[src/rtl/dmem_arbiter.sv]
// Data-memory arbiter: CPU MEM stage and a DMA master share one memory port, with a per-access timeout.
// Optional feature: define DMEM_ARB_RR_EN for round-robin arbitration (default: CPU has fixed priority).
module dmem_arbiter #(
    parameter int TIMEOUT = 255
) (
    input  logic        clk,
    input  logic        rst,
    input  logic        cpu_read_en,
    input  logic        cpu_write_en,
    input  logic [31:0] cpu_addr,
    input  logic [31:0] cpu_write_data,
    output logic [31:0] cpu_data_out,
    output logic        cpu_stall,
    input  logic        dma_req,
    input  logic        dma_we,
    input  logic [31:0] dma_addr,
    input  logic [31:0] dma_wdata,
    output logic [31:0] dma_rdata,
    output logic        dma_done,
    output logic        d_read_en,
    output logic        d_write_en,
    output logic [31:0] d_addr,
    output logic [31:0] d_write_data,
    input  logic [31:0] d_data_in,
    input  logic        d_ack,
    output logic        bus_err
);

    typedef enum logic [1:0] {IDLE, CPU_ACC, DMA_ACC} state_t;

    localparam logic [7:0] TO_LAST = 8'(TIMEOUT - 1);

    state_t      r_state, w_state_next;
    logic [31:0] r_addr, r_wdata, r_dma_rdata;
    logic        r_we, r_dma_done, r_bus_err;
    logic [7:0]  r_cnt;

    logic w_cpu_req, w_dma_req, w_grant_cpu, w_grant_dma;
    logic w_acc, w_timeout, w_done;

`ifdef DMEM_ARB_RR_EN
    logic r_rr_ptr;  // 1: DMA wins the next simultaneous request
`endif

    assign w_cpu_req = cpu_read_en | cpu_write_en;
    // dma_req is still high in the cycle dma_done pulses; masking it avoids re-granting a finished request.
    assign w_dma_req = dma_req & ~r_dma_done;
    assign w_acc     = (r_state != IDLE);
    assign w_timeout = w_acc & ~d_ack & (r_cnt == TO_LAST);
    assign w_done    = w_acc & (d_ack | w_timeout);

    always_comb begin
        w_grant_cpu = 1'b0;
        w_grant_dma = 1'b0;
        if (r_state == IDLE) begin
            if (w_cpu_req && w_dma_req) begin
`ifdef DMEM_ARB_RR_EN
                w_grant_dma = r_rr_ptr;
                w_grant_cpu = ~r_rr_ptr;
`else
                w_grant_cpu = 1'b1;
`endif
            end else begin
                w_grant_cpu = w_cpu_req;
                w_grant_dma = w_dma_req;
            end
        end
    end

    always_comb begin
        w_state_next = r_state;
        case (r_state)
            IDLE: begin
                if (w_grant_cpu)      w_state_next = CPU_ACC;
                else if (w_grant_dma) w_state_next = DMA_ACC;
            end
            CPU_ACC, DMA_ACC: begin
                if (w_done) w_state_next = IDLE;
            end
            default: w_state_next = IDLE;
        endcase
    end

    always_ff @(posedge clk) begin
        if (!rst) begin
            r_state     <= IDLE;
            r_addr      <= '0;
            r_wdata     <= '0;
            r_we        <= 1'b0;
            r_cnt       <= '0;
            r_dma_rdata <= '0;
            r_dma_done  <= 1'b0;
            r_bus_err   <= 1'b0;
        end else begin
            r_state    <= w_state_next;
            r_dma_done <= (r_state == DMA_ACC) && w_done;
            if (w_grant_cpu) begin
                r_addr  <= cpu_addr;
                r_wdata <= cpu_write_data;
                r_we    <= cpu_write_en;
                r_cnt   <= '0;
            end else if (w_grant_dma) begin
                r_addr  <= dma_addr;
                r_wdata <= dma_wdata;
                r_we    <= dma_we;
                r_cnt   <= '0;
            end else if (w_acc && !d_ack) begin
                r_cnt <= r_cnt + 8'd1;
            end
            // A timed-out access completes with zero data.
            if ((r_state == DMA_ACC) && w_done)
                r_dma_rdata <= d_ack ? d_data_in : 32'h0;
            if (w_timeout)
                r_bus_err <= 1'b1;
        end
    end

`ifdef DMEM_ARB_RR_EN
    always_ff @(posedge clk) begin
        if (!rst)             r_rr_ptr <= 1'b0;
        else if (w_grant_cpu) r_rr_ptr <= 1'b1;
        else if (w_grant_dma) r_rr_ptr <= 1'b0;
    end
`endif

    assign d_read_en    = w_acc & ~r_we;
    assign d_write_en   = w_acc & r_we;
    assign d_addr       = r_addr;
    assign d_write_data = r_wdata;
    assign cpu_data_out = w_timeout ? 32'h0 : d_data_in;
    assign cpu_stall    = w_cpu_req & ~((r_state == CPU_ACC) & w_done);
    assign dma_rdata    = r_dma_rdata;
    assign dma_done     = r_dma_done;
    assign bus_err      = r_bus_err;

endmodule

[config.mk]
export PLATFORM = sky130hd
export DESIGN_NAME = dmem_arbiter
export DESIGN_NICKNAME = d
export VERILOG_FILES = /design/src/rtl/dmem_arbiter.sv
export SDC_FILE = /design/constraint.sdc
export NUM_CORES = 1
export LEC_CHECK = 0
export BUFFER_PORTS_ARGS = -buffer_cell sky130_fd_sc_hd__buf_2
export CORE_AREA = 2 2 116 118
export CTS_BUF_LIST = sky130_fd_sc_hd__clkbuf_8
export DETAILED_ROUTE_END_ITERATION = 6
export DIE_AREA = 0 0 118 120
export PLACE_DENSITY = 0.69
export SETUP_SLACK_MARGIN = 0.1
export SLEW_MARGIN = 20
export SYNTH_ARGS = -nofsm -noshare
export SYNTH_HDL_FRONTEND = slang
export SYNTH_SLANG_ARGS = --single-unit
[constraint.sdc]
create_clock -name clk -period 2.1 [get_ports clk]
set_input_delay 0.21 -clock clk [delete_from_list [all_inputs] [get_ports clk]]
set_output_delay 0.21 -clock clk [all_outputs]
set_load 0.01 [all_outputs]
==> flow_metrics.env, run 1 <==
export IMPL_met3_usage=0.0599
export IMPL_dieArea_mm2=0.0142
export IMPL_antenna_left=0
export IMPL_drv_cap=0
export IMPL_cts_made_buffers=9
export IMPL_cp_arrival_ns=2.05
export IMPL_min_period_ns=2.26
export IMPL_ys_warn_count=0
export IMPL_grt_max_degree=81
export IMPL_fin_crit_sh=1.08
export IMPL_met1_usage=0.213
export IMPL_cts_tree="yes"
export IMPL_grt_pass1_wl_mm=22.3
export IMPL_syn_nets=719
export IMPL_synth_compound_area_frac=0.209
export IMPL_synth_cell_types=38
export IMPL_final_cells=1020
export IMPL_async_flop_share=0
export IMPL_crit_path_max_fanout=3
export IMPL_clkTransAtPathRegs_ns=0.10
export IMPL_rsz0062_at_grt="true"
export IMPL_coreArea_mm2=0.0130
export IMPL_area_growth_pct=41.1
export IMPL_stdcell_area_mm2=0.00710
export IMPL_clockRootBuffer="clkbuf_8"
export IMPL_synthMuxAreaShare=0.127
export IMPL_grt_usage=0.197
export IMPL_netlist_top_cells_area="dfxtp_1, mux2i_1, o211a_1"
export IMPL_worst_ir_drop_vdd_uv=453
export IMPL_drc=0
export IMPL_synthCells=547
export IMPL_worstSkewPairLatency_ns=0.39
export IMPL_cts_sinks=109
export IMPL_required_ns=1.89
export IMPL_synth_seq_cells=109
export IMPL_synth_xor_area_share=0.00871
export IMPL_die_w_um=118
export IMPL_vias=4974
export IMPL_layout_setup_ws_ns=-0.161
export IMPL_clockBufferDepth=2
export IMPL_gr_max_usage_layer="met2"
export IMPL_clock_skew_ns=0.0106
export IMPL_dp_cells=991
export IMPL_grt_pass1_vias=4619
export IMPL_worstMarginPinSlew_ns=0.488
export IMPL_port_buffers=299
export IMPL_postCtsHoldBufs=0
export IMPL_num_antenna_cells=0
export IMPL_routed_wl_mm=14.4
export IMPL_drive_above_1_share=0.424
export IMPL_met2_usage=0.354
export IMPL_drtIter0Drc=223
export IMPL_viasPerCell=4.88
export IMPL_seq_area_frac_synth=0.434
export IMPL_avgSynthCellArea_um2=9.20
export IMPL_drv_slew=0
export IMPL_yosys_area_share_adder=0.0124
export IMPL_hold_class="in2reg"
export IMPL_p_per_area_mw_per_mm2=792
export IMPL_synth_top_family_by_area="compound AO/OA/AOI/OAI gates"
export IMPL_status="complete, but fails checks"
export IMPL_yosysTopAreaCell="dfxtp_1"
export IMPL_start_kind="register"
export IMPL_cts_htree_levels=3
export IMPL_end_kind="output port"
export IMPL_grt_ovfl_total=0
export IMPL_slew_limit_headroom=0.674
export IMPL_synth_edf_count=0
export IMPL_post_dp_hpwl_mm=10.4
export IMPL_dr_pass1_iters=4
export IMPL_total_power_w=0.00562
export IMPL_synth_ff_type="dfxtp_1"
export IMPL_synth_top_area_frac=0.434
export IMPL_setup_tns_ns=-3.64
export IMPL_path_class="reg2out"
export IMPL_antenna_found_initial=0
export IMPL_finalHoldViolations=0
export IMPL_gp_congestion=0.750
export IMPL_hold_ws_ns=0.0609
export IMPL_start_util=0.388
export IMPL_syn_area_mm2=0.00503
export IMPL_power_leakage_nw=3.88
export IMPL_setup_violations_final=33
export IMPL_ios=300
export IMPL_dpl_cell_area_mm2=0.00671
export IMPL_wire_per_inst_um=14.1
export IMPL_die_h_um=120
export IMPL_max_freq_mhz=442
export IMPL_violations="setup timing"
export IMPL_nets=1012
export IMPL_synth_simple_area_share=0.157
export IMPL_fillerInstances=1251
export IMPL_row_count=42
[synthesized netlist by cell type (4+ instances only)]
master / count
dfxtp_1: 109
nand2_1: 88
mux2i_1: 64
o211a_1: 52
nor2b_1: 35
a21oi_1: 33
o21ai_1: 29
nor2_1: 26
clkbuf_1: 23
buf_2: 15
a211oi_1: 14
inv_1: 6
ha_1: 5
o21ai_0: 5
buf_4: 4
buf_6: 4
nand2b_1: 4
nand3_1: 4
nor3_1: 4
[power by group]
group | switching, W | internal (W) | leakage [nW] | total [W]
logic | 0.00103 | 0.000939 | 2.90 | 0.00197
registers | 0.000137 | 0.00235 | 0.897 | 0.00249
clock network | 0.000730 | 0.000432 | 0.0779 | 0.00116
total | 0.00190 | 0.00372 | 3.88 | 0.00562
[placed cells by master (no fill, tap or decap), types with 2 or more instances in the layout]
master / instances
clkinvlp_4: 3
inv_1: 4
buf_4: 18
inv_2: 2
xnor2_1: 3
buf_12: 7
nand2b_1: 4
o21ai_1: 28
clkbuf_8: 9
a21oi_1: 33
nand2_1: 88
nor2_1: 25
mux2i_1: 63
dfxtp_2: 2
o211a_1: 52
nor3_1: 4
nor2b_1: 34
ha_1: 4
buf_6: 3
dfxtp_1: 107
xor2_1: 2
o21ai_0: 5
buf_2: 298
nand3_1: 4
clkinv_4: 2
a211oi_1: 14
[state kept, by name, summed over array words and instances, names as in the netlist]
register / count
d_addr: 32
d_write_data: 32
dma_rdata: 32
r_cnt: 8
r_state: 2
bus_err: 1
dma_done: 1
r_we: 1
[cell type report]
class	instances	area (um2)	area share
well taps	176	220	0.0310
multi-input cells	386	2650	0.374
clock buffers	9	124	0.0175
flip-flops and latches	109	2180	0.308
inverters	6	22.5	0.00317
clock inverters	6	48.8	0.00688
repair buffers	328	1840	0.260
[worst max-delay path, cell delays in order (launching register included)]
cell	delay (ns)
dfxtp_2	0.35
inv_2	0.05
ha_4	0.15
or3b_4	0.41
o31a_4	0.31
nor3b_4	0.18
nor2_1	0.07
buf_2	0.15
[routing by layer]
metal / part of all wire / vias up / wire length [um]
li1: - / 2513 / -
met1: 0.39 / 2238 / 5660
met2: 0.50 / 205 / 7240
met3: 0.083 / 18 / 1190
met4: 0.022 / 0 / 321
met5: 0 / - / 0
[final timing paths]
| kind | depth (start not counted) | slack [ns] | startpoint | endpoint |
|---|---|---|---|---|
| hold / removal | 3 | 0.06 | d_data_in[5] | dma_rdata[5]$_SDFFE_PN0P_ |
| setup / recovery | 7 | -0.16 | r_state[0]$_SDFFE_PN0P_ | cpu_stall |
| hold reg to reg | 2 | 0.48 | dma_rdata[1]$_SDFFE_PN0P_ | dma_rdata[1]$_SDFFE_PN0P_ |
| setup reg to reg | 10 | 0.17 | r_state[0]$_SDFFE_PN0P_ | d_write_data[28]$_SDFFE_PN0P_ |
[metrics by stage]
| stage | utilization | setup slack (ns) |
|---|---|---|
| 2_1_floorplan | - | 0.0982 |
| 3_3_place_gp | 0.517 | 0.134 |
| 3_5_place_dp | 0.517 | 0.0992 |
| 4_1_cts | 0.544 | -0.127 |
| 5_1_grt | 0.547 | -0.218 |
| 6_report | 0.547 | -0.161 |
[cell families (layout without fill, tap and decap cells)]
| family | Yosys count | in the layout |
|---|---|---|
| and+or+nand+nor | 169 | 169 |
| AOI/OAI and AO/OA | 143 | 143 |
| DFF | 109 | 109 |
| muxes | 64 | 64 |
| buffers and inverters | 52 | 349 |
| adders and majority gates | 5 | 5 |
| xor gates and xnor gates | 5 | 5 |
[repair_timing]
action / CTS / global route
endpoints found under the hold margin: 0 / 0
buffers inserted: 12 / 1
cloned: 2 / 0
setup endpoints to repair: 37 / 33
gates resized for setup: 10 / 10
pin swaps: 1 / 0
Note: power is estimated with default switching activity, not from simulation.
==> run 2: changes to the inputs <==
--- a/config.mk
+++ b/config.mk
@@ -11,6 +11,7 @@
 export DETAILED_ROUTE_END_ITERATION = 6
 export DIE_AREA = 0 0 118 120
 export PLACE_DENSITY = 0.69
+export RECOVER_POWER = 100
 export SETUP_SLACK_MARGIN = 0.1
 export SLEW_MARGIN = 20
 export SYNTH_ARGS = -nofsm -noshare
==> run 2 against run 1 <==
The flow still finishes with violations (setup timing). Clock power is essentially flat. Global-route usage is the same. Wire length grew 0.58%. Critical endpoint unchanged. Hold slack lost 0.00058 ns. Register-to-register slack lost 0.21 ns. Via count shrank 0.12%. Highest routed layer unchanged. Largest cell class unchanged. Clock skew grew 0.0024 ns. Sequential power is essentially flat. Sequential cell count is the same. Non-clock buffer count is the same. Combinational power shrank 5%.
==> flow_metrics.env, run 2 (same netlist as run 1, synthesis figures left out) <==
export IMPL_num_antenna_cells=0
export IMPL_end_kind="output port"
export IMPL_crit_path_max_fanout=3
export IMPL_grt_max_degree=81
export IMPL_swShare=0.344
export IMPL_antenna_found_initial=0
export IMPL_row_count=42
export IMPL_grt_pass1_vias=4619
export IMPL_routed_wl_mm=14.5
export IMPL_area_growth_pct=38.3
export IMPL_coreArea_mm2=0.0130
export IMPL_fin_crit_sh=1.08
export IMPL_status="complete, but fails checks"
export IMPL_multi_input_area_mm2=0.00265
export IMPL_wire_per_inst_um=14.2
export IMPL_p_seq_frac=0.450
export IMPL_cts_made_buffers=9
export IMPL_final_cell_mix="buf_2, dfxtp_1, clkbuf_1, nand2_1, mux2i_1"
export IMPL_cts_htree_levels=3
export IMPL_grt_ovfl_total=0
export IMPL_r2r_start="r_state[1]$_SDFFE_PN0P_"
export IMPL_final_cells=1020
export IMPL_fillerInstances=1292
export IMPL_p_per_area_mw_per_mm2=796
export IMPL_stdcell_area_mm2=0.00696
export IMPL_p_int_w=0.00364
export IMPL_finalHoldViolations=0
export IMPL_final_util=0.536
export IMPL_die_h_um=120
export IMPL_seqCellArea_mm2=0.00218
export IMPL_dpl_cell_area_mm2=0.00671
export IMPL_dp_cells=991
export IMPL_slowest_stage="or3b_4"
export IMPL_required_ns=1.89
export IMPL_min_period_ns=2.26
export IMPL_final_common_cell="buf_2"
export IMPL_drv_cap=0
export IMPL_post_dp_hpwl_mm=10.4
export IMPL_cp_arrival_ns=2.05
export IMPL_worstSkewPairLatency_ns=0.39
export IMPL_power_leakage_nw=3.49
export IMPL_hold_class="in2reg"
export IMPL_gp_congestion=0.750
export IMPL_setup_violations_final=34
export IMPL_drtIter0Drc=219
export IMPL_viasPerCell=4.87
export IMPL_max_freq_mhz=442
export IMPL_dieArea_mm2=0.0142
export IMPL_critPathTopFamily="simple AND/OR/NAND/NOR gates"
export IMPL_drc=0
export IMPL_dr_pass1_iters=4
export IMPL_cts_tree="yes"
export IMPL_cts_sinks=109
export IMPL_die_w_um=118
export IMPL_clkTransAtPathRegs_ns=0.10
export IMPL_violations="setup timing"
export IMPL_endpoint="cpu_stall"
export IMPL_total_power_w=0.00554
export IMPL_start_kind="register"
export IMPL_port_buffers=299
export IMPL_cp_num_buf_inv=2
export IMPL_antenna_left=0
export IMPL_drive_above_1_share=0.308
export IMPL_worstMarginPinSlew_ns=0.505
export IMPL_power_frac_comb=0.339
export IMPL_pre_cts_slack_ns=0.0992
export IMPL_nets=1012
export IMPL_r2r_end="d_write_data[28]$_SDFFE_PN0P_"
export IMPL_clockRootBuffer="clkbuf_8"
export IMPL_clock_skew_ns=0.0130
export IMPL_path_depth=7
export IMPL_crit_chain="inv_2, ha_4, or3b_4, o31a_4, nor3b_4, nor2_1, buf_2"
export IMPL_layout_setup_ws_ns=-0.164
export IMPL_worst_ir_drop_vdd_uv=445
export IMPL_ios=300
export IMPL_power_switching_w=0.00190
export IMPL_startpoint="r_state[1]$_SDFFE_PN0P_"
export IMPL_rsz0062_at_grt="true"
export IMPL_postCtsHoldBufs=0
export IMPL_start_util=0.388
export IMPL_clockPowerShare=0.210
export IMPL_ff2ff_path_depth=10
export IMPL_grt_usage=0.197
export IMPL_path_class="reg2out"
export IMPL_critPathMaxStageDelay_ns=0.41
export IMPL_ff2ff_setup_slack_ns=-0.04
export IMPL_drv_slew=0
export IMPL_clockBufferDepth=2
export IMPL_grt_pass1_wl_mm=22.3
export IMPL_vias=4968
export IMPL_slew_limit_headroom=0.663
-- run 2: changes by cell type in the layout (fill, tap and decap cells not counted) --
cell	change
buf_2	-98
buf_12	-1
clkbuf_1	+98
clkbuf_2	+1
-- run 2: cell type report --
class / instances / share of cell area
clock buffers: 9 / 0.0178
clock inverters: 6 / 0.00701
inverters: 6 / 0.00324
multi-input cells: 386 / 0.381
flip-flops and latches: 109 / 0.314
well taps: 176 / 0.0316
repair buffers: 328 / 0.245
-- run 2: what timing repair did --
| item | 4_1_cts | 5_1_grt |
|---|---|---|
| buffers inserted | 12 | 1 |
| gates resized for setup | 10 | 10 |
| gates cloned | 2 | 0 |
| setup endpoints to repair | 37 | 33 |
| pin swaps | 1 | 0 |
-- run 2: worst min path at each step --
stage                         startpoint                         end  slack (ns)  depth (start not counted)
global placement    bus_err$_SDFFE_PN0P_        bus_err$_SDFFE_PN0P_        0.45                          1
global route               d_data_in[25]  dma_rdata[25]$_SDFFE_PN0P_        0.04                          3
CTS                         d_data_in[0]   dma_rdata[0]$_SDFFE_PN0P_        0.03                          3
floorplan                   d_data_in[0]   dma_rdata[0]$_SDFFE_PN0P_        0.35                          2
finish                     d_data_in[20]  dma_rdata[20]$_SDFFE_PN0P_        0.06                          3
detailed placement  bus_err$_SDFFE_PN0P_        bus_err$_SDFFE_PN0P_        0.46                          1
-- run 2: layer usage --
layer,routed length (um),vias up,global-route usage,part of all wire
met2,7190,207,0.354,0.50
met3,1200,20,0.0599,0.083
met1,5740,2233,0.213,0.40
met5,0,-,0,0
met4,369,0,0.0866,0.025
li1,-,2508,-,-
-- run 2: worst min-delay path: cells and delay by family --
kind            cells  cell delay [ns]
compound gates      1             0.05
simple gates        1             0.05
buf+inv             1             0.10
-- run 2: power groups by stage --
stage / logic [W] / registers (W) / clock network [W]
6_report: 0.00188 / 0.00250 / 0.00116
5_1_grt: 0.00207 / 0.00253 / 0.00128
4_1_cts: 0.00194 / 0.00249 / 0.00122
3_5_place_dp: 0.00190 / 0.00253 / 0
3_3_place_gp: 0.00190 / 0.00252 / 0
2_1_floorplan: 0.00108 / 0.00266 / 0
-- run 2: metrics by stage --
stage	hold slack, ns	setup TNS (ns)
after detailed placement	0.456	0
after global routing	0.0430	-10.54
after global placement	0.448	0
after CTS	0.0312	-3.50
final	0.0604	-3.90
after floorplan	0.346	0
==> run 3: changes to the inputs <==
--- a/config.mk
+++ b/config.mk
@@ -5,13 +5,14 @@
 export SDC_FILE = /design/constraint.sdc
 export NUM_CORES = 1
 export LEC_CHECK = 0
-export BUFFER_PORTS_ARGS = -buffer_cell sky130_fd_sc_hd__buf_2
 export CORE_AREA = 2 2 116 118
 export CTS_BUF_LIST = sky130_fd_sc_hd__clkbuf_8
 export DETAILED_ROUTE_END_ITERATION = 6
 export DIE_AREA = 0 0 118 120
-export PLACE_DENSITY = 0.69
+export DONT_BUFFER_PORTS = 1
+export PLACE_DENSITY = 0.49
 export RECOVER_POWER = 100
+export REMOVE_ABC_BUFFERS = 1
 export SETUP_SLACK_MARGIN = 0.1
 export SLEW_MARGIN = 20
 export SYNTH_ARGS = -nofsm -noshare
==> run 3 against run 2 <==
The run still ends with setup timing left. Critical path depth up 1. Global-route usage down 0.33 points. Combinational power down 26%. Largest power group unchanged. Cell count down 26%. Total power down 4.7%. Design area down 10%.
==> flow_metrics.env, run 3 (same netlist as run 1, synthesis figures left out) <==
export IMPL_clkTransAtPathRegs_ns=0.10
export IMPL_port_buffers=0
export IMPL_critPathMaxStageDelay_ns=0.40
export IMPL_grt_max_degree=89
export IMPL_routed_wl_mm=14.3
export IMPL_layout_setup_ws_ns=-0.0581
export IMPL_cts_made_buffers=9
export IMPL_drive_above_1_share=0.160
export IMPL_die_w_um=118
export IMPL_final_common_cell="dfxtp_1"
export IMPL_setup_violations_final=24
export IMPL_clock_skew_ns=0.00655
export IMPL_antenna_left=0
export IMPL_finalHoldViolations=0
export IMPL_drv_slew=0
export IMPL_cts_tree="yes"
export IMPL_required_ns=1.89
export IMPL_slowest_stage="or3b_4"
export IMPL_drv_cap=0
export IMPL_ff2ff_setup_slack_ns=0.12
export IMPL_worstMarginPinSlew_ns=0.389
export IMPL_clockRootBuffer="clkbuf_8"
export IMPL_cp_num_buf_inv=4
export IMPL_grt_pass1_wl_mm=21.4
export IMPL_final_cell_mix="dfxtp_1, nand2_1, mux2i_1, o211a_1, a21oi_1"
export IMPL_violations="setup timing"
export IMPL_fillerInstances=1206
export IMPL_row_count=42
export IMPL_num_antenna_cells=0
export IMPL_rsz0062_at_grt="true"
export IMPL_critPathTopFamily="simple AND/OR/NAND/NOR gates"
export IMPL_gp_congestion=0.744
export IMPL_grt_pass1_vias=3996
export IMPL_dp_cells=688
export IMPL_start_kind="register"
export IMPL_power_leakage_nw=2.95
export IMPL_clockBufferDepth=2
export IMPL_hold_class="in2reg"
export IMPL_drc=0
export IMPL_status="complete, but fails checks"
export IMPL_crit_path_max_fanout=8
export IMPL_start_util=0.388
export IMPL_total_power_w=0.00528
export IMPL_max_freq_mhz=463
export IMPL_vias=4114
export IMPL_cp_common_cell="buf_6"
export IMPL_grt_usage=0.193
export IMPL_p_per_area_mw_per_mm2=847
export IMPL_worst_ir_drop_vdd_uv=365
export IMPL_coreArea_mm2=0.0130
export IMPL_path_class="reg2out"
export IMPL_end_kind="output port"
export IMPL_stdcell_area_mm2=0.00624
export IMPL_slew_limit_headroom=0.741
export IMPL_cts_htree_levels=3
export IMPL_dpl_cell_area_mm2=0.00520
export IMPL_die_h_um=120
export IMPL_fin_crit_sh=1.03
export IMPL_dieArea_mm2=0.0142
export IMPL_viasPerCell=5.44
export IMPL_grt_ovfl_total=0
export IMPL_min_period_ns=2.16
export IMPL_crit_chain="inv_2, ha_4, or3b_4, nor3_4, buf_6, buf_6, buf_16, nor2b_4"
export IMPL_nets=747
export IMPL_setup_tns_ns=-0.850
export IMPL_post_dp_hpwl_mm=9.05
export IMPL_worstSkewPairLatency_ns=0.38
export IMPL_drtIter0Drc=189
export IMPL_antenna_found_initial=0
export IMPL_cp_arrival_ns=1.95
export IMPL_final_cells=756
export IMPL_cts_sinks=109
export IMPL_wire_per_inst_um=19.0
export IMPL_ios=300
export IMPL_dr_pass1_iters=4
export IMPL_area_growth_pct=24.0
run 3: cell type report:
class	instances	area [um2]	share of cell area
Clock buffer	10	138	0.0221
Tap cell	176	220	0.0353
Multi-Input combinational cell	387	2890	0.463
Timing Repair Buffer	62	744	0.119
Clock inverter	6	38.8	0.00622
Sequential cell	109	2180	0.350
Inverter	6	22.5	0.00361
run 3: final timing paths:
kind / from / end / cells past startpoint
worst max-delay path: r_state[1]$_SDFFE_PN0P_ / cpu_data_out[12] / 8
worst min register to register: r_cnt[2]$_SDFFE_PP0P_ / r_cnt[2]$_SDFFE_PP0P_ / 1
worst max register to register: r_state[1]$_SDFFE_PN0P_ / dma_rdata[25]$_SDFFE_PN0P_ / 7
worst min-delay path: cpu_write_data[6] / d_write_data[6]$_SDFFE_PN0P_ / 2
run 3: where the power goes:
part,internal [W],leakage [nW],switching (W)
sequential,0.00235,0.897,0.000339
clock,0.000463,0.0938,0.000722
combinational,0.000677,1.96,0.000723
total,0.00349,2.95,0.00178
run 3: layer usage:
metal	GRT usage	up-vias	part of all wire
li1	-	1971	-
met1	0.215	1895	0.37
met2	0.331	221	0.50
met3	0.0656	27	0.098
met4	0.0949	0	0.030
met5	0	-	0
run 3: what timing repair did:
item | 4_1_cts | 5_1_grt
pin swaps | 5 | 3
gates resized for setup | 65 | 17
hold buffers | 33 | 0
hold endpoints to repair | 87 | 0
gates cloned | 5 | 0
buffers inserted | 11 | 3
endpoints found under the setup margin | 33 | 51
run 3: per-stage QoR:
stage	hold WS [ns]	util	setup WS, ns
floorplan	0.328	-	-3.88
global placement	0.339	0.400	0.134
detailed placement	0.341	0.400	0.0843
CTS	0.0389	0.473	-0.112
global route	0.0535	0.480	-0.166
finish	0.0634	0.480	-0.0581
